$ cat src/rtl/eth_rx_fcs_check.sv
// Ethernet receive FCS checker.
// Consumes one frame (DA through FCS) a byte per accepted cycle, runs the
// reflected CRC-32 over every byte and judges the frame by the residue left
// in the register. Payload bytes are forwarded through a 4-byte delay line so
// that the trailing FCS is never emitted. One status pulse follows each frame.
module eth_rx_fcs_check #(
  parameter int MIN_LEN = 64,
  parameter int MAX_LEN = 1518,
  parameter int LEN_W   = 12
) (
  input  logic             clk,
  input  logic             rst,
  input  logic             in_valid,
  input  logic [7:0]       in_data,
  input  logic             in_last,
  input  logic             in_err,
  output logic             out_valid,
  output logic [7:0]       out_data,
  output logic             out_last,
  output logic             stat_valid,
  output logic             stat_crc_err,
  output logic             stat_runt,
  output logic             stat_oversize,
  output logic             stat_phy_err,
  output logic [LEN_W-1:0] stat_len
);

  localparam int               DATA_W      = 8;
  localparam int               DLY_DEPTH   = 4;
  localparam logic [31:0]      CRC_INIT    = 32'hFFFF_FFFF;
  localparam logic [31:0]      CRC_POLY    = 32'hEDB8_8320;
  localparam logic [31:0]      CRC_RESIDUE = 32'hDEBB_20E3;
  localparam logic [LEN_W-1:0] LEN_SAT     = '1;
  localparam logic [2:0]       FILL_FULL   = 3'(DLY_DEPTH);
  localparam logic [2:0]       FILL_LAST   = 3'(DLY_DEPTH - 1);

  // END is not a resting state: the in_last cycle finalises the frame and
  // drops straight back to IDLE so a following frame can start at once.
  typedef enum logic [1:0] {
    S_IDLE,
    S_FILL,
    S_STREAM
  } state_t;

  // One byte of reflected CRC-32, LSB of the byte first, fully unrolled.
  function automatic logic [31:0] crc32_byte(input logic [31:0] crc,
                                             input logic [DATA_W-1:0] d);
    logic [31:0] c;
    c = crc;
    for (int i = 0; i < DATA_W; i++) begin
      if (c[0] ^ d[i]) c = (c >> 1) ^ CRC_POLY;
      else             c = c >> 1;
    end
    return c;
  endfunction

  // Byte count increment that sticks at all-ones instead of wrapping.
  function automatic logic [LEN_W-1:0] len_sat_inc(input logic [LEN_W-1:0] n);
    return (n == LEN_SAT) ? n : n + 1'b1;
  endfunction

  state_t                         state_p0;
  logic [31:0]                    crc_p0;
  logic [LEN_W-1:0]               len_p0;
  logic [2:0]                     fill_p0;
  logic                           err_p0;
  logic [DLY_DEPTH-1:0][DATA_W-1:0] dly_p0;

  logic [31:0]      crc_nxt;
  logic [LEN_W-1:0] len_nxt;
  logic             err_nxt;
  logic             emit;

  // ---- stage p0: per-byte next values (CRC, count, sticky error) ----
  assign crc_nxt = crc32_byte(crc_p0, in_data);
  assign len_nxt = len_sat_inc(len_p0);
  assign err_nxt = err_p0 | in_err;
  assign emit    = (state_p0 == S_STREAM);

  // Frame control, CRC accumulation and all registered outputs.
  always_ff @(posedge clk or posedge rst) begin
    if (rst) begin
      state_p0      <= S_IDLE;
      crc_p0        <= CRC_INIT;
      len_p0        <= '0;
      fill_p0       <= '0;
      err_p0        <= 1'b0;
      out_valid     <= 1'b0;
      out_data      <= '0;
      out_last      <= 1'b0;
      stat_valid    <= 1'b0;
      stat_crc_err  <= 1'b0;
      stat_runt     <= 1'b0;
      stat_oversize <= 1'b0;
      stat_phy_err  <= 1'b0;
      stat_len      <= '0;
    end else begin
      out_valid  <= 1'b0;
      out_last   <= 1'b0;
      stat_valid <= 1'b0;
      if (in_valid) begin
        // The delay line is full: the oldest byte is payload, not FCS.
        if (emit) begin
          out_valid <= 1'b1;
          out_data  <= dly_p0[DLY_DEPTH-1];
          out_last  <= in_last;
        end
        if (in_last) begin
          // ---- stage p1: frame verdict, registered with the last byte ----
          stat_valid    <= 1'b1;
          stat_crc_err  <= (crc_nxt != CRC_RESIDUE);
          stat_runt     <= (32'(len_nxt) < 32'(MIN_LEN));
          stat_oversize <= (32'(len_nxt) > 32'(MAX_LEN));
          stat_phy_err  <= err_nxt;
          stat_len      <= len_nxt;
          crc_p0        <= CRC_INIT;
          len_p0        <= '0;
          fill_p0       <= '0;
          err_p0        <= 1'b0;
          state_p0      <= S_IDLE;
        end else begin
          crc_p0 <= crc_nxt;
          len_p0 <= len_nxt;
          err_p0 <= err_nxt;
          if (fill_p0 != FILL_FULL) fill_p0 <= fill_p0 + 3'd1;
          case (state_p0)
            S_IDLE:   state_p0 <= S_FILL;
            S_FILL:   state_p0 <= (fill_p0 == FILL_LAST) ? S_STREAM : S_FILL;
            S_STREAM: state_p0 <= S_STREAM;
            default:  state_p0 <= S_IDLE;
          endcase
        end
      end
    end
  end

  // Byte delay line; its contents are only meaningful under the fill count.
  always_ff @(posedge clk) begin
    if (in_valid) dly_p0 <= {dly_p0[DLY_DEPTH-2:0], in_data};
  end

endmodule

$ cat config.mk
export PLATFORM = sky130hd
export DESIGN_NAME = eth_rx_fcs_check
export DESIGN_NICKNAME = d
export VERILOG_FILES = /design/src/rtl/eth_rx_fcs_check.sv
export SDC_FILE = /design/constraint.sdc
export NUM_CORES = 1
export LEC_CHECK = 0
export CORE_MARGIN = 2
export CORE_UTILIZATION = 27
export DETAILED_ROUTE_END_ITERATION = 10
export SLEW_MARGIN = 10
export SYNTH_ARGS = -nofsm -noshare
export SYNTH_HDL_FRONTEND = slang
export SYNTH_SLANG_ARGS = --single-unit
$ cat constraint.sdc
create_clock -name clk -period 3 [get_ports clk]
set_clock_uncertainty 0.05 [all_clocks]
set_input_delay 0.3 -clock clk [delete_from_list [all_inputs] [get_ports clk]]
set_output_delay 0.3 -clock clk [all_outputs]
set_load 0.01 [all_outputs]
==> summary.md <==
| Metric | Value |
|---|---|
| Status | completed |
| RePlAce Congestion | 0.8675 |
| Area share of the largest cell type after synthesis | 20.97% |
| GRT Util Overall | 11.98% |
| Mapped cell area | 0.005370 mm² |
| Element type at the critical path start | flop |
| CP max FO | 10 |
| IO buf count | 39 |
| Hold_buf cts | 0 |
| Avg Cell Area, Syn | 11.38 µm² |
| H-tree levels | 3 |
| # setup viols final | 0 |
| Die width | 145.0 µm |
| Endpoints failing hold | 0 |
| Power Total | 6.760 mW |
| Bufs on Longest Clock Path | 2 |
| Fillcell total | 1913 |
| Setup crit end kind | flop |
| Dpl cell area | 0.006232 mm² |
| Largest net degree at the start of global routing | 48 |
| R2r endpoint | stat_crc_err$_DFFE_PP0P_ |
| Via density | 4.669 |
| Post-CTS Setup Inserts | 0 |
| CTS Root Cell | clkbuf_16 |
| Gr ovfl total | 0 |
| Initial antenna violation count | 0 |
| Count leader, synth | xnor2_1 |
| Yosys cell types | 49 |
| Die area | 0.02103 mm² |
| Multi-input gate area | 0.002297 mm² |
| Antenna diodes | 0 |
| Post-layout min period | 2.744 ns |
| Largest area contributor in the netlist | dfrtp_1 |
| Clock slew at the register clock pins of the worst setup and hold paths | 0.08 ns |
| Avg WL per Cell | 15.05 µm |
| Post-synth EDFFs | 32 |
| Syn-to-layout area delta | 21.74% |
| First-pass GRT wire length | 20090 µm |
| CTS buffer count | 9 |
| RSZ-0062 raised after global routing | no |
| Reg-to-reg startpoint | crc_p0[0]$_DFFE_PP1P_ |
| Post-synthesis register bit count | 109 |
| Mapped Nets | 490 |
| Pins over their slew limit | 0 |
| WS Path Type | reg -> reg |
| Pre-Repair DR Iteration Count | 4 |
| Core Area | 0.01946 mm² |
| Via count | 3740 |
| FF+latch area | 0.002928 mm² |
| Routed wire length | 12050 µm |
| Area contributors post-synth | dfrtp_1, edfxtp_1, dfstp_2 |
| Die height | 145.0 µm |
| Layout cells sized above 1 | 17.54% |
| Initial Util | 27.59% |
| Crit path required time | 3.20 ns |
| Clk Latency, worst-skew pair | 0.37 ns |
| Max-cap check violation count | 0 |
| Rel. slew slack | 53.49% |
| Reg2Reg Depth | 7 |
| HPWL after DPL | 8721 µm |
| Crit path DAT | 2.94 ns |
| Tcrit/Tclk final | 91.48% |
| ANT nets after route | 0 |
| Synth Instances | 472 |
| Rows | 51 |
| P per Cell Area | 1034 mW/mm² |
| Main flop type after synthesis | dfrtp_1 |
| Synth cell count leaders | xnor2_1, dfrtp_1, nand2_1 |
| R2R Setup Slk | 0.26 ns |
| Peak supply drop | 0.3616 mV |
| Vias in the first global route | 3736 |
| Sequential area share after synthesis | 54.52% |
| Post-synth ARST share | 70.64% |
| Top-level I/O count | 40 |
| Clock sinks | 109 |
| Worst hold path type | in -> async |
| CTS tree | built |
| Residual DRC | 0 |
| PostCTS Resize Cnt | 0 |
| YS warnings | 0 |
| Tightest Pin Transition | 0.6966 ns |
| Starting DRT DRC Count | 221 |
| Finished Cell Area | 0.006538 mm² |
| Peak Freq | 0.3644 GHz |
| Layout net count | 549 |
| LEAKAGE | 2.489 nW |
how the worst max path moves through the flow:
stage                                startpoint                       end  slack, ns
after floorplan           crc_p0[6]$_DFFE_PP1P_  stat_crc_err$_DFFE_PP0P_       0.61
after global placement               in_data[0]  stat_crc_err$_DFFE_PP0P_       0.02
after detailed placement             in_data[0]  stat_crc_err$_DFFE_PP0P_      -0.07
after CTS                 crc_p0[0]$_DFFE_PP1P_  stat_crc_err$_DFFE_PP0P_       0.23
after global routing      crc_p0[0]$_DFFE_PP1P_  stat_crc_err$_DFFE_PP0P_       0.01
final                     crc_p0[0]$_DFFE_PP1P_  stat_crc_err$_DFFE_PP0P_       0.26
stage by stage:
| stage | setup slack (ns) | util [%] | std cells | hold slack (ns) | TNS [ns] |
|---|---|---|---|---|---|
| floorplan | 0.6054 | - | 472 | 0.3489 | 0 |
| global placement | 0.02472 | 32.02 | 785 | 0.3535 | 0 |
| detailed placement | -0.06516 | 32.02 | 785 | 0.3545 | -0.06516 |
| CTS | 0.2337 | 33.59 | 801 | 0.3356 | 0 |
| global route | 0.01011 | 33.59 | 801 | 0.3827 | 0 |
| finish | 0.2557 | 33.59 | 801 | 0.3036 | 0 |
worst max-delay path, stage by stage (launching register included):
cell and delay (ns):
dfstp_2 0.60, xnor2_4 0.09, xnor2_1 0.57, nor3b_1 0.26, o21ai_0 0.09, mux4_2 0.51
nor4_1 0.33, a31oi_1 0.12
power breakdown:
group / switching [mW] / total (mW) / leakage [nW] / internal [mW]
Clock: 0.615 / 1.21 / 0.146 / 0.594
Sequential: 0.233 / 2.18 / 1.24 / 1.95
Combinational: 1.70 / 3.37 / 1.11 / 1.67
Total: 2.55 / 6.76 / 2.49 / 4.21
cells by family (layout without fill, tap and decap cells):
kind of cell,Yosys count,in the layout,synth area share (%)
AO/OA/AOI/OAI,103,103,12.33
XOR/XNOR,81,81,15.21
adder cells (fa/ha/maj),5,5,1.165
buffers and inverters,38,102,2.703
flip-flops,109,109,54.52
multiplexers,15,15,3.215
AND/OR/NAND/NOR,121,121,10.86
state kept, by name, summed over array words and instances, names as in the netlist, 2 cells and up:
name,count
state_p0,2
dly_p0,32
crc_p0,32
stat_len,12
fill_p0,3
len_p0,12
out_data,8
cells in the final DEF, fill, tap and decap left out, types with 3 or more instances in the layout:
cell type	count
xnor2_4	3
nor4_1	3
nor3b_1	6
clkbuf_16	9
buf_4	26
dfrtp_1	45
nor2_1	34
nand4_1	3
xor2_1	12
ha_1	5
o21ai_0	24
and3_1	6
o22ai_1	10
a31oi_1	8
inv_1	18
o31ai_1	3
o22a_1	16
nor2b_1	4
mux2i_1	6
nor3_1	3
mux2_2	8
xnor2_2	5
xnor2_1	60
edfxtp_1	32
nand3_1	12
a21oi_1	25
nand2_1	35
a21o_1	3
clkdlybuf4s50_1	38
dfstp_2	32
and2_1	6
cell type report:
| class | count | share of cell area, % |
|---|---|---|
| Sequential cell | 109 | 44.78 |
| Multi-Input combinational cell | 325 | 35.14 |
| Timing Repair Buffer | 66 | 9.187 |
| Tap cell | 265 | 5.072 |
| Clock buffer | 9 | 3.445 |
| Clock inverter | 7 | 1.225 |
| Inverter | 20 | 1.148 |
routing by layer:
metal	wire [µm]	vias up	global-route usage, %	share of wire [%]
li1	-	1793	-	-
met1	5589	1864	15.66	46
met2	5816	67	19.26	48
met3	428	16	3.019	3.6
met4	220	0	4.307	1.8
met5	0	-	0	0
No activity file was read; power rests on OpenSTA's default activity.
